`src/rtl/mem_access_unit.sv`:
```
// mem_access_unit: CPU-side initiator for a 32x32 word data RAM.
// Turns byte/halfword/word loads and stores into single-word RAM accesses.
// Sub-word stores are done as read-modify-write. Loads are lane-extracted
// and then sign- or zero-extended. All outputs are registered, and the
// asynchronous reset clears them at once.
module mem_access_unit (
    input  logic        clk,
    input  logic        rst_n,
    input  logic        req,
    input  logic        we,
    input  logic [1:0]  size,
    input  logic        sext,
    input  logic [6:0]  addr,
    input  logic [31:0] wdata,
    output logic        busy,
    output logic        done,
    output logic        addr_err,
    output logic [31:0] rdata,
    output logic        ram_ena,
    output logic        wena,
    output logic [4:0]  ram_addr,
    output logic [31:0] ram_din,
    input  logic [31:0] ram_dout
);

    typedef enum logic [1:0] {IDLE, RD, WR, RESP} state_t;

    state_t      state;
    logic        we_q;
    logic [1:0]  size_q;
    logic        sext_q;
    logic [6:0]  addr_q;
    logic [15:0] wdata_q;   // only sub-word stores revisit the data after IDLE

    // Alignment rule: halfwords need an even address, words need a multiple of 4.
    // The reserved size code 11 is always rejected.
    function automatic logic misaligned(input logic [1:0] sz, input logic [1:0] lane);
        case (sz)
            2'b00:   misaligned = 1'b0;
            2'b01:   misaligned = lane[0];
            2'b10:   misaligned = (lane != 2'b00);
            default: misaligned = 1'b1;
        endcase
    endfunction

    // Replace one little-endian byte or halfword lane of the read word.
    function automatic logic [31:0] merge_lane(input logic [31:0] word, input logic [15:0] data,
                                               input logic [1:0] sz, input logic [1:0] lane);
        logic [31:0] res;
        res = word;
        if (sz == 2'b00) begin
            case (lane)
                2'd0:    res[7:0]   = data[7:0];
                2'd1:    res[15:8]  = data[7:0];
                2'd2:    res[23:16] = data[7:0];
                default: res[31:24] = data[7:0];
            endcase
        end else if (lane[1]) begin
            res[31:16] = data;
        end else begin
            res[15:0] = data;
        end
        return res;
    endfunction

    // Pick the addressed lane out of the read word and extend it to 32 bits.
    function automatic logic [31:0] extract_lane(input logic [31:0] word, input logic [1:0] sz,
                                                 input logic [1:0] lane, input logic sx);
        logic [7:0]  b;
        logic [15:0] h;
        logic [31:0] res;
        case (lane)
            2'd0:    b = word[7:0];
            2'd1:    b = word[15:8];
            2'd2:    b = word[23:16];
            default: b = word[31:24];
        endcase
        h = lane[1] ? word[31:16] : word[15:0];
        case (sz)
            2'b00:   res = {{24{sx & b[7]}}, b};
            2'b01:   res = {{16{sx & h[15]}}, h};
            default: res = word;
        endcase
        return res;
    endfunction

    // The word address always follows the latched request.
    assign ram_addr = addr_q[6:2];

    // Access FSM. Each output is set on the edge that enters the state it
    // belongs to, so it is stable for that whole cycle.
    always_ff @(posedge clk or negedge rst_n) begin
        if (!rst_n) begin
            state    <= IDLE;
            we_q     <= 1'b0;
            size_q   <= 2'b00;
            sext_q   <= 1'b0;
            addr_q   <= '0;
            wdata_q  <= '0;
            busy     <= 1'b0;
            done     <= 1'b0;
            addr_err <= 1'b0;
            rdata    <= '0;
            ram_ena  <= 1'b0;
            wena     <= 1'b0;
            ram_din  <= '0;
        end else begin
            case (state)
                IDLE: begin
                    if (req) begin
                        we_q    <= we;
                        size_q  <= size;
                        sext_q  <= sext;
                        addr_q  <= addr;
                        wdata_q <= wdata[15:0];
                        busy    <= 1'b1;
                        if (misaligned(size, addr[1:0])) begin
                            state    <= RESP;
                            done     <= 1'b1;
                            addr_err <= 1'b1;
                        end else if (we && size == 2'b10) begin
                            state   <= WR;
                            ram_ena <= 1'b1;
                            wena    <= 1'b1;
                            ram_din <= wdata;
                        end else begin
                            state   <= RD;
                            ram_ena <= 1'b1;
                            wena    <= 1'b0;
                        end
                    end
                end
                RD: begin
                    // The read data is consumed here and only here.
                    if (we_q) begin
                        state   <= WR;
                        wena    <= 1'b1;
                        ram_din <= merge_lane(ram_dout, wdata_q, size_q, addr_q[1:0]);
                    end else begin
                        state    <= RESP;
                        ram_ena  <= 1'b0;
                        done     <= 1'b1;
                        addr_err <= 1'b0;
                        rdata    <= extract_lane(ram_dout, size_q, addr_q[1:0], sext_q);
                    end
                end
                WR: begin
                    state    <= RESP;
                    ram_ena  <= 1'b0;
                    wena     <= 1'b0;
                    ram_din  <= '0;
                    done     <= 1'b1;
                    addr_err <= 1'b0;
                end
                default: begin
                    state    <= IDLE;
                    busy     <= 1'b0;
                    done     <= 1'b0;
                    addr_err <= 1'b0;
                end
            endcase
        end
    end

endmodule

```
`config.mk`:
```
export PLATFORM = sky130hd
export DESIGN_NAME = mem_access_unit
export DESIGN_NICKNAME = d
export VERILOG_FILES = /design/src/rtl/mem_access_unit.sv
export SDC_FILE = /design/constraint.sdc
export NUM_CORES = 1
export LEC_CHECK = 0
export ABC_AREA = 1
export CORE_MARGIN = 2
export CORE_UTILIZATION = 30
export CTS_BUF_LIST = sky130_fd_sc_hd__clkbuf_16
export DETAILED_ROUTE_END_ITERATION = 7
export SYNTH_ARGS = -nofsm -noshare
export SYNTH_HDL_FRONTEND = slang
export SYNTH_SLANG_ARGS = --single-unit
```
`constraint.sdc`:
```
create_clock -name clk -period 3.5 [get_ports clk]
set_clock_uncertainty 0.1 [all_clocks]
set_input_delay 0.525 -clock clk [delete_from_list [all_inputs] [get_ports clk]]
set_output_delay 0.525 -clock clk [all_outputs]
set_load 0.01 [all_outputs]
```
==> flow_summary.toml <==
[place]
dp_hpwl_um = 14500
gp_congestion = 0.886
dp_cells = 1264
port_buffers = 151

[critical_path]
max_stage_delay_ps = 1000
crit_buf_inv = 1
worstPathRequired_ps = 3700
startpoint_type = "flop"
r2r_cells = 8
cp.depth = 8
reg2reg_to = "ram_din[23]"
critPathCaptureType = "flop"
crit_slowest_cell = "dfrtp_1"
cp_top_family = "simple AND/OR/NAND/NOR gates"
worst-r2r-setup-slack_ps = 900
reg2reg_from = "size_q[1]"
crit_start = "size_q[1]"
crit_path_frequent_cell = "nand2_1"
critPathKind = "flop to flop"
arrival_ps = 2800
critPathMaxFanout = 27
critical_path.cell_chain = "inv_1, nand3_2, nand2_1, nand2_1, nand3_1, nand2_1, nand2_1, nand2_1"
cp-endpoint = "ram_din[23]"

[final_layout]
fin_nets = 1092
diodes = 0
syn_to_final_growth_pct = 33.1
finalNonFillerCells = 1280
layout-drive-gt1-share_pct = 6.31

[floorplan]
fp-row-count = 51
die_w_um = 145
initial_utilization_pct = 30.5
die_y_um = 145
dieArea_mm2 = 0.0209
pin_count = 152
core_area_mm2 = 0.0195

[routing]
drt_first_iter_violations = 541
wirelength_um = 19800
wl_per_cell_um = 15.4
vias = 6012
dr.pass1.iters = 5
vias_per_cell = 4.70
ant_nets = 0
drc = 0

[grt]
antenna_found_initial = 1
grt.total_usage_pct = 19.6
grt_pass1_vias = 5824
grt_max_degree = 51
gr-total-overflow = 0
grt_pass1_wl_um = 31700

[synthesis]
syn_nets = 971
async_flop_share_pct = 100
synth_ff_type = "dfrtp_1"
synth_top_area_cell = "dfrtp_1"
ys_warn_count = 0
ys_seq_area_share_pct = 41.3
synthDistinctLibCells = 29
synth_most_common_cell = "nand2_1"
synth_commonest_cells = "nand2_1, dfrtp_1, nand3_1"
synth_top_cell_area_share_pct = 41.3
synth_area_leaders = "dfrtp_1, nand2_1, nand3_1"
synth_area_per_cell_um2 = 6.68
ys_seq_elements = 98
synth_edf_count = 0
syn_inst = 889
syn_area_mm2 = 0.00594

[clocking]
numCtsBuffers = 9
clockRootBuffer = "clkbuf_16"
htree_levels = 3
clk_latency_ps = 350
cts_buffer_depth = 2
cts_tree = "done"
clkSinkCount = 98
clkTransAtPathRegs_ps = 70
post_cts_buffers = 0
hold_buffers = 0
cts-resized-gates = 0

[timing]
drv_slew = 0
max_freq_mhz = 384
min_period_over_period_pct = 74.4
setup_tns_ps = 0
tightest_slew_ps = 1020
grt_setup_unrepaired = "false"
period_minus_slack_ps = 2600
finalSetupViolCount = 0
relSlewSlack_pct = 32.2
final-hold-violation-count = 0

[pwr]
fin_total_pwr_w = 0.00757
ir_drop_mv = 0.523
power_density_mw_per_mm2 = 957
p_leak_nw = 4.00

[run_status]
outcome = "completed"

[worst_hold_path]
hold_class = "input pin to async pin"

[flow_run]
cap_violations = 0
[kinds of logic (layout without fill, tap and decap cells)]
kind of cell	after synthesis	count (layout)	share of synthesized area [%]
AO/OA/AOI/OAI	96	96	8.55
adder cells (fa/ha/maj)	4	4	0.843
buffers and inverters	139	265	9.92
flip-flops	98	98	41.3
multiplexers	7	7	1.33
AND/OR/NAND/NOR	545	545	38.1
[metal layers]
metal	vias up	share of wire (%)	track usage, %
met5	-	0.066	0
met4	2	2.3	5.62
met3	29	7.0	4.64
met2	211	46	31.8
met1	2757	45	26.2
li1	3013	-	-
[sequential cells by signal, indices dropped and copies added (netlist names)]
signal,count
size_q,2
ram_din,32
rdata,32
sext_q,1
ram_ena,1
addr_q,7
we_q,1
done,1
wdata_q,16
state,2
addr_err,1
wena,1
busy,1
[power breakdown]
| part | total [W] | switching (W) | internal (W) |
|---|---|---|---|
| sequential | 0.00207 | 0.000394 | 0.00168 |
| clock | 0.00101 | 0.000458 | 0.000553 |
| combinational | 0.00448 | 0.00266 | 0.00182 |
[through the flow]
step,cell area [um^2],utilization [%],hold WS (ps),worst slack (ps)
finish,7910,40.6,98.1,898
global route,7910,40.6,149,637
CTS,7910,40.6,118,943
detailed placement,7610,39.1,364,983
global placement,7610,39.1,364,1120
floorplan,5940,-,129,1810
[placed cells by master, fill, tap and decap left out, types with 2 or more instances in the layout]
cell / count
clkdlybuf4s50_1: 150
a21oi_1: 52
nand3_2: 3
ha_1: 4
nor2_1: 44
dfrtp_1: 98
buf_4: 11
nor2_2: 2
clkinv_2: 2
nand2_1: 378
inv_1: 84
mux2_2: 7
nand3_1: 97
clkbuf_16: 9
o211ai_1: 6
inv_2: 3
or2_2: 16
o21ai_0: 33
[worst min-delay path by stage]
stage,from,to,depth (start not counted)
floorplan,rst_n,addr_err,0
global placement,rdata[1],rdata[1],2
detailed placement,ram_din[0],ram_din[0],2
CTS,rst_n,rdata[3],1
global route,rst_n,rdata[3],1
finish,rst_n,ram_din[20],1
[area by class of cell]
| type | instances | area, um^2 |
|---|---|---|
| clock buffers | 9 | 225 |
| inverters | 87 | 327 |
| clock inverters | 7 | 68.8 |
| flip-flops and latches | 98 | 2450 |
| repair buffers | 162 | 1600 |
| fillers | 2084 | 11600 |
| multi-input cells | 652 | 2900 |
| well taps | 265 | 332 |
(Power assumes the default switching activity.)
